### config.mk
export PLATFORM = sky130hd
export DESIGN_NAME = adc083000_dcm_ctrl
export DESIGN_NICKNAME = d
export VERILOG_FILES = /design/src/rtl/adc083000_dcm_ctrl.sv
export SDC_FILE = /design/constraint.sdc
export NUM_CORES = 1
export LEC_CHECK = 0
export ABC_CLOCK_PERIOD_IN_PS = 3470
export BUFFER_PORTS_ARGS = -buffer_cell sky130_fd_sc_hd__buf_2
export CORE_UTILIZATION = 63
export DETAILED_ROUTE_END_ITERATION = 8
export MAX_ROUTING_LAYER = met4
export PLACE_DENSITY = 0.85
export SLEW_MARGIN = 5
export SYNTH_ARGS = -nofsm -noshare
export SYNTH_HDL_FRONTEND = slang
export SYNTH_SLANG_ARGS = --single-unit
export TNS_END_PERCENT = 100
### constraint.sdc
create_clock -name clk -period 3.47 [get_ports clk]
set_input_delay 0 -clock clk [delete_from_list [all_inputs] [get_ports clk]]
set_output_delay 0 -clock clk [all_outputs]
set_load 0.02 [all_outputs]
### src/rtl/adc083000_dcm_ctrl.sv
// adc083000_dcm_ctrl
// Sequences the ADC board clock DCM: either a reset pulse followed by a wait
// for lock, or a burst of dynamic phase-shift steps. Only one PSEN is ever
// outstanding. The controller tracks a signed net phase offset and refuses
// any step that would push it past +/-PS_LIMIT.
//
// Ports:
//   clk, reset        controller clock (also DCM PSCLK), sync active-high reset
//   cmd_valid/ready   command handshake; ready is high only in IDLE
//   cmd_op            0 = phase step burst, 1 = DCM reset
//   cmd_dir           1 = increment, 0 = decrement (steps only)
//   cmd_count         number of steps in the burst (0 is legal)
//   dcm_psen          one-cycle phase-shift enable
//   dcm_psincdec      latched direction, validated by dcm_psen
//   dcm_psdone        step completion from the DCM (clk domain)
//   dcm_rst           DCM reset, RST_CYCLES wide
//   dcm_locked        DCM lock, asynchronous, double-flopped here
//   phase_offset      signed net step count since the last DCM reset
//   busy, done        not-idle flag, one-cycle completion pulse
//   err_limit/err_timeout/err_unlocked  sticky until the next accepted command
module adc083000_dcm_ctrl #(
  parameter int PS_LIMIT   = 255,   // must be <= 511
  parameter int RST_CYCLES = 4,     // must be >= 3
  parameter int TIMEOUT    = 65535
) (
  input  logic              clk,
  input  logic              reset,
  input  logic              cmd_valid,
  output logic              cmd_ready,
  input  logic              cmd_op,
  input  logic              cmd_dir,
  input  logic [7:0]        cmd_count,
  output logic              dcm_psen,
  output logic              dcm_psincdec,
  input  logic              dcm_psdone,
  output logic              dcm_rst,
  input  logic              dcm_locked,
  output logic signed [9:0] phase_offset,
  output logic              busy,
  output logic              done,
  output logic              err_limit,
  output logic              err_timeout,
  output logic              err_unlocked
);

  typedef enum logic [2:0] {
    IDLE,
    RST_ASSERT,
    LOCK_WAIT,
    PS_CHECK,
    PS_ISSUE,
    PS_WAIT,
    FINISH
  } state_t;

  // One counter serves both the reset pulse width and the timeouts.
  localparam int CNT_MAX = (TIMEOUT > RST_CYCLES) ? TIMEOUT : RST_CYCLES;
  localparam int CNT_W   = $clog2(CNT_MAX + 1);
  localparam logic [CNT_W-1:0] RST_LAST = CNT_W'(RST_CYCLES - 1);
  localparam logic [CNT_W-1:0] TO_LAST  = CNT_W'(TIMEOUT - 1);

  localparam logic signed [9:0] LIM_POS = 10'(PS_LIMIT);
  localparam logic signed [9:0] LIM_NEG = -LIM_POS;

  state_t            state_reg;
  logic [CNT_W-1:0]  cnt_reg;
  logic [7:0]        remain_reg;
  logic              dir_reg;
  logic [1:0]        lock_sync_reg;
  logic signed [9:0] offset_reg;
  logic              psen_reg;
  logic              rst_reg;
  logic              done_reg;
  logic              ready_reg;
  logic              busy_reg;
  logic              err_limit_reg;
  logic              err_timeout_reg;
  logic              err_unlocked_reg;

  logic lock_ok;
  logic at_limit;

  assign lock_ok = lock_sync_reg[1];

  // Checked before the step is issued, so the offset can never leave
  // [-PS_LIMIT, PS_LIMIT] and the 10-bit register cannot wrap.
  assign at_limit = dir_reg ? (offset_reg >= LIM_POS) : (offset_reg <= LIM_NEG);

  always_ff @(posedge clk) begin
    if (reset) begin
      state_reg        <= IDLE;
      cnt_reg          <= '0;
      remain_reg       <= '0;
      dir_reg          <= 1'b0;
      lock_sync_reg    <= '0;
      offset_reg       <= '0;
      psen_reg         <= 1'b0;
      rst_reg          <= 1'b0;
      done_reg         <= 1'b0;
      ready_reg        <= 1'b1;
      busy_reg         <= 1'b0;
      err_limit_reg    <= 1'b0;
      err_timeout_reg  <= 1'b0;
      err_unlocked_reg <= 1'b0;
    end else begin
      lock_sync_reg <= {lock_sync_reg[0], dcm_locked};
      // Pulse outputs default low; the branches below raise them for one cycle.
      psen_reg <= 1'b0;
      done_reg <= 1'b0;

      case (state_reg)
        IDLE: begin
          if (cmd_valid) begin
            ready_reg        <= 1'b0;
            busy_reg         <= 1'b1;
            err_limit_reg    <= 1'b0;
            err_timeout_reg  <= 1'b0;
            err_unlocked_reg <= 1'b0;
            dir_reg          <= cmd_dir;
            remain_reg       <= cmd_count;
            cnt_reg          <= '0;
            if (cmd_op) begin
              rst_reg    <= 1'b1;
              offset_reg <= '0;
              state_reg  <= RST_ASSERT;
            end else begin
              state_reg  <= PS_CHECK;
            end
          end
        end

        RST_ASSERT: begin
          if (cnt_reg == RST_LAST) begin
            rst_reg   <= 1'b0;
            cnt_reg   <= '0;
            state_reg <= LOCK_WAIT;
          end else begin
            cnt_reg <= cnt_reg + CNT_W'(1);
          end
        end

        LOCK_WAIT: begin
          if (lock_ok) begin
            done_reg  <= 1'b1;
            state_reg <= FINISH;
          end else if (cnt_reg == TO_LAST) begin
            err_timeout_reg <= 1'b1;
            done_reg        <= 1'b1;
            state_reg       <= FINISH;
          end else begin
            cnt_reg <= cnt_reg + CNT_W'(1);
          end
        end

        PS_CHECK: begin
          if (remain_reg == 8'd0) begin
            done_reg  <= 1'b1;
            state_reg <= FINISH;
          end else if (!lock_ok) begin
            err_unlocked_reg <= 1'b1;
            done_reg         <= 1'b1;
            state_reg        <= FINISH;
          end else if (at_limit) begin
            err_limit_reg <= 1'b1;
            done_reg      <= 1'b1;
            state_reg     <= FINISH;
          end else begin
            // PSEN is registered, so it is high exactly while in PS_ISSUE.
            psen_reg  <= 1'b1;
            state_reg <= PS_ISSUE;
          end
        end

        PS_ISSUE: begin
          cnt_reg   <= '0;
          state_reg <= PS_WAIT;
        end

        PS_WAIT: begin
          if (dcm_psdone) begin
            offset_reg <= dir_reg ? offset_reg + 10'sd1 : offset_reg - 10'sd1;
            remain_reg <= remain_reg - 8'd1;
            state_reg  <= PS_CHECK;
          end else if (cnt_reg == TO_LAST) begin
            err_timeout_reg <= 1'b1;
            done_reg        <= 1'b1;
            state_reg       <= FINISH;
          end else begin
            cnt_reg <= cnt_reg + CNT_W'(1);
          end
        end

        FINISH: begin
          ready_reg <= 1'b1;
          busy_reg  <= 1'b0;
          state_reg <= IDLE;
        end

        default: begin
          ready_reg <= 1'b1;
          busy_reg  <= 1'b0;
          rst_reg   <= 1'b0;
          state_reg <= IDLE;
        end
      endcase
    end
  end

  assign cmd_ready    = ready_reg;
  assign busy         = busy_reg;
  assign done         = done_reg;
  assign dcm_psen     = psen_reg;
  assign dcm_psincdec = dir_reg;
  assign dcm_rst      = rst_reg;
  assign phase_offset = offset_reg;
  assign err_limit    = err_limit_reg;
  assign err_timeout  = err_timeout_reg;
  assign err_unlocked = err_unlocked_reg;

endmodule

=== Word-level counts from Yosys, hierarchy flattened ===
Cells that the tools add are included.

* Add/sub/neg operators: 4
* Muxes and demuxes: 52
* Magnitude comparators: 2
* Bitwise operators: 4
* Eq/ne operators: 18
* Reduce and logical (&&, ||, !) cells: 19

{| class="wikitable"
|+ Operator list
! operator !! number
|-
| 16-bit two-way mux || 5
|-
| 16-bit case mux with 5 select lines || 1
|-
| 10-bit two-way mux || 4
|-
| 1-bit two-way mux || 21
|-
| 2-bit inequality test, second input constant || 10
|-
| 10-bit case mux with 2 select lines || 1
|-
| 4-bit AND reduction || 5
|-
| 3-bit case mux with 6 select lines || 1
|-
| 16-bit by 1-bit adder with 16-bit output, second input constant || 1
|-
| 16-bit equality test, second input constant || 1
|-
| 16-bit by 2-bit equality test with 1-bit output, second input constant || 1
|-
| 8-bit two-way mux || 2
|-
| 8-bit case mux with 2 select lines || 1
|-
| 3-bit two-way mux || 5
|-
| 10-bit by 2-bit adder with 10-bit output, second input constant || 1
|-
| 10-bit by 9-bit greater-or-equal comparator with 1-bit output, second input constant || 1
|-
| 10-bit by 9-bit <= comparator with 1-bit output, second input constant || 1
|-
| 5-bit OR reduction || 2
|-
| 10-bit by 2-bit subtractor with 10-bit output, second input constant || 1
|-
| 3-bit equality test, second input constant || 3
|-
| 1-bit case mux with 3 select lines || 3
|-
| 8-bit logical NOT || 1
|-
| 2-bit two-way mux || 4
|-
| 1-bit case mux with 2 select lines || 4
|-
| other kinds (12) || 19
|}

* Word-level logic and storage cells: 113
* Register bits after elaboration: 48

=== Logic depth before layout (Yosys ltp) ===
Gate-level depths: netlist of the first run.

* Word-level depth: 6
* Depth in mapped cells: 8

=== Worst setup path before layout of the first run ===
Ideal clock, no wire load.

* Path type: register -> register
* Start point: register dir_reg, in the netlist dcm_psincdec
* End point: register offset_reg[9], in the netlist phase_offset[9]
* Period minus slack after synthesis: 2536 ps
* Required time: 3338 ps
* Data arrival time: 2404 ps
* Library setup time: 132 ps
* Setup slack: 934 ps
* Buffers on the path: 0
* Stages on the path, launching flop included: 9
* Cells stage by stage: dfxtp_1 -> inv_1 -> ha_1 -> a211o_1 -> a211o_1 -> and4_1 -> a211oi_1 -> mux2i_1 -> a21oi_1

* Cells in the longest elaborated chain, start to end: 3

{| class="wikitable"
|+ RTL lines
! element !! line !! source
|-
| start: declaration || 68 || <nowiki>logic dir_reg;</nowiki>
|-
| start signal: assignment || 119 || <nowiki>dir_reg <= cmd_dir;</nowiki>
|-
| 10-bit two-way mux || 181 || <nowiki>offset_reg <= dir_reg ? offset_reg + 10'sd1 : offset_reg - 10'sd1;</nowiki>
|-
| 10-bit two-way mux || 180 || <nowiki>if (dcm_psdone) begin</nowiki>
|-
| 10-bit case mux with 2 select lines || 111 || <nowiki>case (state_reg)</nowiki>
|-
| end signal: assignment || 181 ||
|-
| end: declaration || 70 || <nowiki>logic signed [9:0] offset_reg;</nowiki>
|}

Every way passes these cells. The select of a mux whose other input is x is not followed.
A chain may end at the register's enable or synchronous reset.

=== Worst setup path after layout of the first run ===
Same ends and word-level chain as after synthesis.

==> impl_metrics.toml, run 1 <==
[timing]
maxClockFrequency_mhz = 367
timing.final.crit_share_pct = 78.5
timing_worst_slew_pin_value_ns = 0.861
timing_max_transition_violations_final = 0
fin_worst_skew_ns = 0.00785
timing.final.crit_period_ns = 2.72
slew_headroom_pct = 42.1
final.setup.tns_ns = 0
rsz0062_at_grt = "no"
final_hold_viol_count = 0
setup_viol_count_final = 0
fin_ws_ns = 0.746

[final_layout]
area.growth.synth_to_final_pct = 10.6
num-fill-cells = 346
largest_register_ffs = 16
seq_area_um2 = 961
final_nets = 418
post-route-util_pct = 72.7
diodes = 0
multiInputGateArea_mm2 = 0.00182
final_layout_size_suffix_gt1_share_pct = 14.8

[detailed_routing]
routed_wirelength_mm = 6.55
detail_route.iter0.violations = 268
post_drt_wl_per_cell_um = 14.8
via_count = 2784
drc = 0
first_pass_iters = 5
ant_nets = 0
vias_per_cell = 6.28

[power]
clockPowerShare_pct = 27.7
power.static_leakage_nw = 1.29
net-switching-power_w = 0.000408
part_of_the_total_power_dissipated_in_combinational_logic_pct = 23.3
power-per-cell-area_mw_per_mm2 = 396
post-layout-total-power_w = 0.00126
internal_power_contribution_w = 0.000853
p_sw_share_pct = 32.4
seq_power_share_pct = 49.0
ir_worst_vdd_uv = 276

[worst_setup_path]
max_stage_delay_ns = 0.46
timing.critical_path.required_ns = 3.64
worst_r2r_startpoint = "dcm_psincdec"
timing.critical_path.to_type = "flip-flop"
timing.reg2reg.setup_slack_ns = 0.75
cp-startpoint = "dcm_psincdec"
cpMaxStageDelayCell = "sky130_fd_sc_hd__dfxtp_1"
crit_top_cell = "sky130_fd_sc_hd__a211o_1"
critical_path_launch_point_type = "flip-flop"
r2r_cells = 8
worst_setup_path_endpoint = "phase_offset[9]"
criticalPathCategory = "reg2reg"
crit_path_cell_trace = "inv_1 -> ha_1 -> a211o_1 -> a211o_1 -> and4_1 -> a211oi_1 -> mux2i_1 -> a21oi_1"
worst-path-max-fanout = 13
r2r-end = "phase_offset[9]"
cp_data_arrival_time_ns = 2.89

[yosys]
syn_area_per_cell_um2 = 8.00
count_of_flip_flops_with_a_built_in_enable_after_synthesis = 0
synth_cell_type_count = 57
synth-seq-area-share_pct = 33.3
ys_ff_latch = 48
synth-main-ff-cell = "sky130_fd_sc_hd__dfxtp_1"
synthArstFlopShare_pct = 0
syn-cell-area_mm2 = 0.00288
syn-num-nets = 388
netlist_instances = 360
yosysWarnings = 0

[clock_tree]
clock_tree.root_cell = "sky130_fd_sc_hd__clkbuf_8"
clock_path_buffers = 2
htree_levels = 2
post_cts_resize_count = 0
clock-sinks = 48
cts_setup_buffers = 0
clk_pin_slew_worst_paths_ns = 0.09
tritoncts = "done"
cts_inserted_buffers = 5
worst_skew_pair.late_latency_ns = 0.30

[die]
core.rowCount = 24
core_mm2 = 0.00438
die_area_mm2 = 0.00485
dieHeight_um = 69.6
initial_utilization_pct = 65.7
ios = 34
die_w_um = 69.6

[placed_design]
dp_hpwl_mm = 4.61
placement.io_buffers = 33
routabilityCongestion = 0.887
pre_cts_slack_ns = 0.902

[global_route]
grt_antenna_before_repair = 0
grt_pass1_wl_mm = 11.5
grt_pass1_vias = 2517
grt.total_usage_pct = 29.5
pin_count_of_the_biggest_net_entering_global_routing = 38
globalRouteOverflowTotal = 0

[run_status]
status = "finished, final reports clean"

[min_path]
min-delay-path-class = "in2reg"
worstHoldPathCells = 5

[job]
drv_cap = 0
worst max-delay path, delay by kind of cell (launching register included):
family / cells / cell delay [ns]
AO/OA/AOI/OAI: 4 / 1.06
adder cells (fa/ha/maj): 1 / 0.37
buffers and inverters: 1 / 0.25
flip-flops: 1 / 0.46
multiplexers: 1 / 0.25
AND/OR/NAND/NOR: 1 / 0.20
logic make-up (layout without fill, tap and decap cells):
kind of cell	count (synthesis)	in the layout	synth area share [%]
xor gates and xnor gates	14	14	4.26
and+or+nand+nor	159	159	28.6
adders and majority gates	13	13	5.91
muxes	3	3	1.04
DFF	48	48	33.3
AOI/OAI and AO/OA	97	97	23.2
buffers and inverters	26	57	3.65
per-layer routing:
metal | track usage (%) | vias up | wire length (um)
met5 | - | - | 0
li1 | - | 1379 | -
met2 | 46.4 | 98 | 3060
met3 | 5.09 | 10 | 370
met1 | 39.7 | 1297 | 3050
met4 | 7.11 | 0 | 75
synth_stat cells (3+ instances only):
| master | count | area (um^2) |
|---|---|---|
| sky130_fd_sc_hd__nor2_1 | 58 | 218 |
| sky130_fd_sc_hd__dfxtp_1 | 48 | 961 |
| sky130_fd_sc_hd__a21oi_1 | 29 | 145 |
| sky130_fd_sc_hd__nand2_1 | 19 | 71.3 |
| sky130_fd_sc_hd__nand3_1 | 14 | 70.1 |
| sky130_fd_sc_hd__nor3_1 | 13 | 65.1 |
| sky130_fd_sc_hd__o21ai_0 | 13 | 65.1 |
| sky130_fd_sc_hd__ha_1 | 12 | 150 |
| sky130_fd_sc_hd__inv_1 | 11 | 41.3 |
| sky130_fd_sc_hd__clkbuf_1 | 9 | 33.8 |
| sky130_fd_sc_hd__xnor2_1 | 8 | 70.1 |
| sky130_fd_sc_hd__a21o_1 | 7 | 52.6 |
| sky130_fd_sc_hd__nor2b_1 | 7 | 43.8 |
| sky130_fd_sc_hd__a31oi_1 | 6 | 37.5 |
| sky130_fd_sc_hd__nand4_1 | 6 | 37.5 |
| sky130_fd_sc_hd__nor4_1 | 6 | 37.5 |
| sky130_fd_sc_hd__o211ai_1 | 6 | 45.0 |
| sky130_fd_sc_hd__xor2_1 | 6 | 52.6 |
| sky130_fd_sc_hd__a211oi_1 | 5 | 37.5 |
| sky130_fd_sc_hd__a22oi_1 | 5 | 37.5 |
| sky130_fd_sc_hd__nor3b_1 | 5 | 37.5 |
| sky130_fd_sc_hd__a32oi_1 | 4 | 35.0 |
| sky130_fd_sc_hd__nand2b_1 | 4 | 25.0 |
| sky130_fd_sc_hd__nand3b_1 | 4 | 30.0 |
| sky130_fd_sc_hd__o21a_1 | 4 | 30.0 |
| sky130_fd_sc_hd__a211o_1 | 3 | 26.3 |
| sky130_fd_sc_hd__and2_1 | 3 | 18.8 |
| sky130_fd_sc_hd__and4_1 | 3 | 26.3 |
| sky130_fd_sc_hd__buf_2 | 3 | 15.0 |
| sky130_fd_sc_hd__mux2i_1 | 3 | 30.0 |
| sky130_fd_sc_hd__o22ai_1 | 3 | 18.8 |
stage by stage:
step / instance area (um^2) / instances / hold WS [ns]
2_1_floorplan: 2880 / 360 / 0.128
3_3_place_gp: 3060 / 432 / 0.243
3_5_place_dp: 3060 / 432 / 0.240
4_1_cts: 3190 / 443 / 0.0611
5_1_grt: 3190 / 443 / 0.101
6_report: 3190 / 443 / 0.0653
layout make-up:
| type | count | share of cell area [%] |
|---|---|---|
| multi-input combinational | 286 | 57.0 |
| tap | 52 | 2.04 |
| clock inverter | 1 | 0.236 |
| inverter | 11 | 1.30 |
| clock buffer | 7 | 2.71 |
| sequential | 48 | 30.2 |
| timing repair buffer | 38 | 6.60 |
placed cells by master, fill, tap and decap left out, types with 3 or more instances in the layout:
| master | netlist | routed |
|---|---|---|
| sky130_fd_sc_hd__dfxtp_1 | 48 | 48 |
| sky130_fd_sc_hd__nand4_1 | 6 | 6 |
| sky130_fd_sc_hd__a21o_1 | 7 | 7 |
| sky130_fd_sc_hd__clkbuf_8 | 0 | 6 |
| sky130_fd_sc_hd__nand2_1 | 19 | 19 |
| sky130_fd_sc_hd__o21a_1 | 4 | 4 |
| sky130_fd_sc_hd__and4_1 | 3 | 3 |
| sky130_fd_sc_hd__a31oi_1 | 6 | 6 |
| sky130_fd_sc_hd__nor3b_1 | 5 | 5 |
| sky130_fd_sc_hd__nor2b_1 | 7 | 7 |
| sky130_fd_sc_hd__and2_1 | 3 | 3 |
| sky130_fd_sc_hd__a21oi_1 | 29 | 29 |
| sky130_fd_sc_hd__a32oi_1 | 4 | 4 |
| sky130_fd_sc_hd__o22ai_1 | 3 | 3 |
| sky130_fd_sc_hd__nor3_1 | 13 | 13 |
| sky130_fd_sc_hd__xor2_1 | 6 | 6 |
| sky130_fd_sc_hd__dlygate4sd3_1 | 0 | 3 |
| sky130_fd_sc_hd__nor2_1 | 58 | 58 |
| sky130_fd_sc_hd__o211ai_1 | 6 | 6 |
| sky130_fd_sc_hd__nor4_1 | 6 | 6 |
| sky130_fd_sc_hd__inv_1 | 11 | 11 |
| sky130_fd_sc_hd__nand2b_1 | 4 | 4 |
| sky130_fd_sc_hd__xnor2_1 | 8 | 8 |
| sky130_fd_sc_hd__buf_2 | 3 | 33 |
| sky130_fd_sc_hd__nand3_1 | 14 | 14 |
| sky130_fd_sc_hd__ha_1 | 12 | 12 |
| sky130_fd_sc_hd__o21ai_0 | 13 | 13 |
| sky130_fd_sc_hd__mux2i_1 | 3 | 3 |
| sky130_fd_sc_hd__a22oi_1 | 5 | 5 |
| sky130_fd_sc_hd__a211oi_1 | 5 | 5 |
| sky130_fd_sc_hd__nand3b_1 | 4 | 4 |
| sky130_fd_sc_hd__a211o_1 | 3 | 3 |
power groups by stage:
| stage | registers [W] | logic (W) | clock network, W |
|---|---|---|---|
| floorplan | 0.000619 | 0.000228 | 0 |
| global placement | 0.000628 | 0.000278 | 0 |
| detailed placement | 0.000629 | 0.000286 | 0 |
| CTS | 0.000617 | 0.000291 | 0.000356 |
| global route | 0.000623 | 0.000326 | 0.000379 |
| finish | 0.000618 | 0.000294 | 0.000350 |
timing repair:
action,4_1_cts,5_1_grt
hold buffers,3,0
endpoints found under the hold margin,3,0
setup endpoints to repair,0,0
worst min path at each step:
stage,from,endpoint,slack (ns)
4_1_cts,cmd_count[2],remain_reg[2],0.06
2_1_floorplan,dcm_locked,lock_sync_reg[0],0.13
3_5_place_dp,dcm_locked,lock_sync_reg[0],0.24
5_1_grt,cmd_count[1],remain_reg[1],0.10
6_report,cmd_count[2],remain_reg[2],0.07
3_3_place_gp,cmd_dir,dcm_psincdec,0.24
No activity file was read; power rests on OpenSTA's default activity.
==> inputs of run 2 (changes only) <==
Settings changed: ABC_CLOCK_PERIOD_IN_PS 3470 to 2300, CORE_UTILIZATION 63 to 53, PLACE_DENSITY 0.85 to 0.76.
Clock period 3.47 ns to 2.3 ns, I/O delays scaled along.
==> run 2 against run 1 <==
  * Cell count is 8.6% higher
  * Clock power increased by 43%
  * Total power is 54% higher
  * Routed wire length rose by 4.8%
  * Worst setup slack worse by 0.64 ns
  * Design area is 7.7% higher
  * Largest cell class unchanged
  * Largest power group unchanged
==> impl_metrics.toml, run 2 (synthesized netlist as in run 1, its figures left out) <==
[final_layout]
layout_commonest_cell = "sky130_fd_sc_hd__nor2_1"
area.growth.synth_to_final_pct = 19.1
largest_register_ffs = 16
diodes = 0
final_nets = 438
final_layout_size_suffix_gt1_share_pct = 20.9
most_frequent_cells_in_the_layout = "58 x sky130_fd_sc_hd__nor2_1, 47 x sky130_fd_sc_hd__dfxtp_1, 33 x sky130_fd_sc_hd__buf_2"
num-fill-cells = 448

[detailed_routing]
ant_nets = 0
detail_route.iter0.violations = 86
routed_wirelength_mm = 6.86
post_drt_wl_per_cell_um = 14.3
first_pass_iters = 4
drc = 0
vias_per_cell = 5.94
via_count = 2855

[power]
power-per-cell-area_mw_per_mm2 = 566
post-layout-total-power_w = 0.00194
clockPowerShare_pct = 25.7
net-switching-power_w = 0.000628
internal_power_contribution_w = 0.00131
power.static_leakage_nw = 1.40
ir_worst_vdd_uv = 379
part_of_the_total_power_dissipated_in_combinational_logic_pct = 27.0
seq_power_share_pct = 47.4
p_sw_share_pct = 32.3

[global_route]
grt_pass1_vias = 2453
pin_count_of_the_biggest_net_entering_global_routing = 38
grt_antenna_before_repair = 0
grt_pass1_wl_mm = 10.8
globalRouteOverflowTotal = 0
grt.total_usage_pct = 25.5

[worst_setup_path]
cp_data_arrival_time_ns = 2.36
max_stage_delay_ns = 0.37
cpMaxStageDelayCell = "sky130_fd_sc_hd__dfxtp_4"
timing.critical_path.to_type = "flip-flop"
cp-startpoint = "dcm_psincdec"
r2r_cells = 9
crit_path_cell_trace = "clkinvlp_4 -> buf_4 -> ha_1 -> nand2_1 -> a21boi_0 -> nand2_1 -> a211oi_2 -> mux2i_1 -> a21oi_1"
criticalPathCategory = "reg2reg"
timing.critical_path.required_ns = 2.46
critical_path_launch_point_type = "flip-flop"
worst_r2r_startpoint = "dcm_psincdec"
worst-path-max-fanout = 6
crit_top_cell = "sky130_fd_sc_hd__nand2_1"

[die]
ios = 34
die_area_mm2 = 0.00574
core.rowCount = 26
initial_utilization_pct = 55.7
dieHeight_um = 75.7
core_mm2 = 0.00517
die_w_um = 75.7

[placed_design]
placement.io_buffers = 33
routabilityCongestion = 0.967
dp_hpwl_mm = 4.98

[timing]
maxClockFrequency_mhz = 455
final.setup.tns_ns = 0
fin_worst_skew_ns = 0.00491
timing_max_transition_violations_final = 0
timing.final.crit_share_pct = 95.6
rsz0062_at_grt = "no"
final_hold_viol_count = 0
slew_headroom_pct = 46.0
timing.final.crit_period_ns = 2.20
timing_worst_slew_pin_value_ns = 0.806
setup_viol_count_final = 0

[clock_tree]
worst_skew_pair.late_latency_ns = 0.30
cts_inserted_buffers = 5
htree_levels = 2
tritoncts = "done"
clock-sinks = 48
clk_pin_slew_worst_paths_ns = 0.09
clock_tree.root_cell = "sky130_fd_sc_hd__clkbuf_8"
clock_path_buffers = 2

[run_status]
status = "finished, final reports clean"

[min_path]
worstHoldPathCells = 5
min-delay-path-class = "in2reg"
hp-start = "cmd_count[2]"

[job]
drv_cap = 0
==> run 2: power by group through the flow <==
stage                     Clock (W)  Sequential, W  Combinational, W
after floorplan                   0       0.000935          0.000346
after global placement            0       0.000937          0.000489
after detailed placement          0       0.000939          0.000496
after CTS                  0.000509       0.000919          0.000512
after global routing       0.000537       0.000926          0.000581
final                      0.000499       0.000920          0.000524
==> run 2: final timing paths <==
check	slack, ns	endpoint
max	0.10	phase_offset[9]
min	0.06	remain_reg[2]
max reg2reg	0.10	phase_offset[9]
min reg2reg	0.46	lock_sync_reg[1]
==> run 2: layout make-up <==
cell class	count	area [um^2]	share of cell area, %
inverter	11	45.0	1.31
clock inverter	1	5.00	0.146
multi-input combinational	286	1890	55.1
clock buffer	7	76.3	2.22
tap	70	87.6	2.55
sequential	48	965	28.1
timing repair buffer	58	360	10.5
==> run 2: what timing repair did <==
| item | CTS | global route |
|---|---|---|
| endpoints found under the setup margin | 2 | 2 |
| gates resized for setup | 2 | 5 |
| hold endpoints to repair | 3 | 0 |
| buffers inserted | 2 | 1 |
| pin swaps | 0 | 5 |
| hold buffers | 3 | 0 |
==> run 2: worst max-delay path: cells and delay by family, from the launching register on <==
family	cells	cell delay (ns)
DFF	1	0.37
and+or+nand+nor	2	0.24
AOI/OAI and AO/OA	3	0.54
muxes	1	0.20
adders and majority gates	1	0.35
buffers and inverters	2	0.37
==> run 2: through the flow <==
step | util [%] | hold slack (ns) | instances | setup slack, ns | area, um^2
3_3_place_gp | 62.4 | 0.219 | 467 | 0.0576 | 3230
5_1_grt | 66.3 | 0.0867 | 481 | 0.00413 | 3430
6_report | 66.3 | 0.0591 | 481 | 0.102 | 3430
2_1_floorplan | - | 0.128 | 360 | -0.0371 | 2890
4_1_cts | 65.3 | 0.0402 | 480 | -0.00383 | 3380
3_5_place_dp | 62.4 | 0.220 | 467 | -0.0210 | 3230
==> run 2: per-layer routing <==
layer	wire length (um)	vias to the layer above	GRT usage (%)
met3	232	12	4.23
met2	3350	63	42.3
met1	3180	1366	31.7
li1	-	1414	-
met4	93	0	8.02
met5	0	-	-
==> inputs of run 3 (changes only) <==
Settings changed: CORE_UTILIZATION 53 to 40, PLACE_DENSITY 0.76 to unset.
==> run 3 against run 2 <==
  * Register-to-register slack worse by 0.06 ns
  * Critical path depth decreased by 1
  * Combinational power rose by 2%
  * Via count shrank 3.3%
  * Non-clock buffer count up 1
  * Sequential power fell by 0.5%
  * Worst setup slack lost 0.056 ns
  * Largest cell class unchanged
  * Highest routed layer unchanged
==> impl_metrics.toml, run 3 (synthesized netlist as in run 1, its figures left out) <==
[placed_design]
dpl-instance-area_mm2 = 0.00325
routabilityCongestion = 0.837
pre_cts_slack_ns = -0.0142
dp_hpwl_mm = 5.10
placement.io_buffers = 33

[worst_setup_path]
cp_data_arrival_time_ns = 2.49
timing.critical_path.to_type = "flip-flop"
critical_path_launch_point_type = "flip-flop"
criticalPathCategory = "reg2reg"
timing.critical_path.required_ns = 2.54
worst-path-max-fanout = 5

[final_layout]
diodes = 0
final_nets = 439
area.growth.synth_to_final_pct = 20.7
num-fill-cells = 677
layout_commonest_cell = "sky130_fd_sc_hd__nor2_1"
largest_register_ffs = 16
final_layout_size_suffix_gt1_share_pct = 21.6
multiInputGateArea_mm2 = 0.00189
seq_area_um2 = 965
most_frequent_cells_in_the_layout = "58 x sky130_fd_sc_hd__nor2_1, 47 x sky130_fd_sc_hd__dfxtp_1, 33 x sky130_fd_sc_hd__buf_2"
final_design_area_no_fill_mm2 = 0.00348

[die]
initial_utilization_pct = 41.9
ios = 34
core.rowCount = 30
die_w_um = 86.9
die_area_mm2 = 0.00755
core_mm2 = 0.00687
dieHeight_um = 86.9

[timing]
fin_worst_skew_ns = 0.0137
rsz0062_at_grt = "yes"
timing_max_transition_violations_final = 0
timing.final.crit_period_ns = 2.25
slew_headroom_pct = 46.6
timing_worst_slew_pin_value_ns = 0.797
final.setup.tns_ns = 0
final_hold_viol_count = 0
setup_viol_count_final = 0
timing.final.crit_share_pct = 98.0
maxClockFrequency_mhz = 444
fin_ws_ns = 0.0457

[detailed_routing]
drc = 0
post_drt_wl_per_cell_um = 14.0
first_pass_iters = 4
ant_nets = 0
detail_route.iter0.violations = 99
vias_per_cell = 5.44
via_count = 2761
routed_wirelength_mm = 7.13

[global_route]
globalRouteOverflowTotal = 0
grt_antenna_before_repair = 0
pin_count_of_the_biggest_net_entering_global_routing = 38
grt.total_usage_pct = 20.7
grt_pass1_wl_mm = 12.1
grt_pass1_vias = 2546

[clock_tree]
tritoncts = "done"
clock_tree.root_cell = "sky130_fd_sc_hd__clkbuf_8"
clk_pin_slew_worst_paths_ns = 0.10
cts_inserted_buffers = 5
htree_levels = 2
clock_path_buffers = 2
clock-sinks = 48
worst_skew_pair.late_latency_ns = 0.30

[power]
post-layout-total-power_w = 0.00197
power.static_leakage_nw = 1.41
ir_worst_vdd_uv = 292
power-per-cell-area_mw_per_mm2 = 567

[job]
drv_cap = 0

[min_path]
min-delay-path-class = "in2reg"

[run_status]
status = "finished, final reports clean"
## run 3: path summary, 6_finish.rpt
check | startpoint | end | slack [ns] | cells past startpoint
max reg2reg | dcm_psincdec | phase_offset[8] | 0.05 | 8
min reg2reg | lock_sync_reg[0] | lock_sync_reg[1] | 0.45 | 1
max | dcm_psincdec | phase_offset[8] | 0.05 | 8
min | cmd_count[2] | remain_reg[2] | 0.05 | 5
## run 3: critical path, cell delays in order (launching register included)
cell	delay [ns]
sky130_fd_sc_hd__dfxtp_4	0.37
sky130_fd_sc_hd__clkinvlp_4	0.16
sky130_fd_sc_hd__ha_4	0.27
sky130_fd_sc_hd__nor2b_1	0.14
sky130_fd_sc_hd__o21a_1	0.19
sky130_fd_sc_hd__o211ai_1	0.21
sky130_fd_sc_hd__a31oi_1	0.14
sky130_fd_sc_hd__or4b_2	0.63
sky130_fd_sc_hd__nand3_2	0.09
## run 3: area by class of cell
type,count,share of cell area (%)
Sequential cell,48,27.7
Tap cell,96,3.45
Inverter,11,1.29
Multi-Input combinational cell,286,54.3
Timing Repair Buffer,59,10.6
Clock inverter,2,0.288
Clock buffer,6,2.37
## run 3: repair_timing
action / 4_1_cts / 5_1_grt
hold buffers: 3 / 0
pin swaps: 0 / 4
gates resized for setup: 1 / 6
hold endpoints to repair: 3 / 0
endpoints found under the setup margin: 1 / 2
buffers inserted: 2 / 3
## run 3: routing by layer
layer | wire length, um | track usage (%)
met5 | 0 | -
met3 | 176 | 2.84
met2 | 3270 | 31.9
met4 | 59 | 6.52
met1 | 3620 | 28.2
## run 3: stage by stage
step | utilization [%] | std cells | hold WS, ns
floorplan | - | 360 | 0.128
finish | 50.6 | 508 | 0.0500
global placement | 47.3 | 492 | 0.225
detailed placement | 47.3 | 492 | 0.229
global route | 50.6 | 508 | 0.0862
CTS | 49.5 | 505 | 0.0471
## run 3: report_power, final
part	total (W)	switching, W	internal, W	leakage, nW
registers	0.000915	0.0000428	0.000873	0.391
clock network	0.000525	0.000284	0.000241	0.0510
logic	0.000533	0.000307	0.000226	0.970
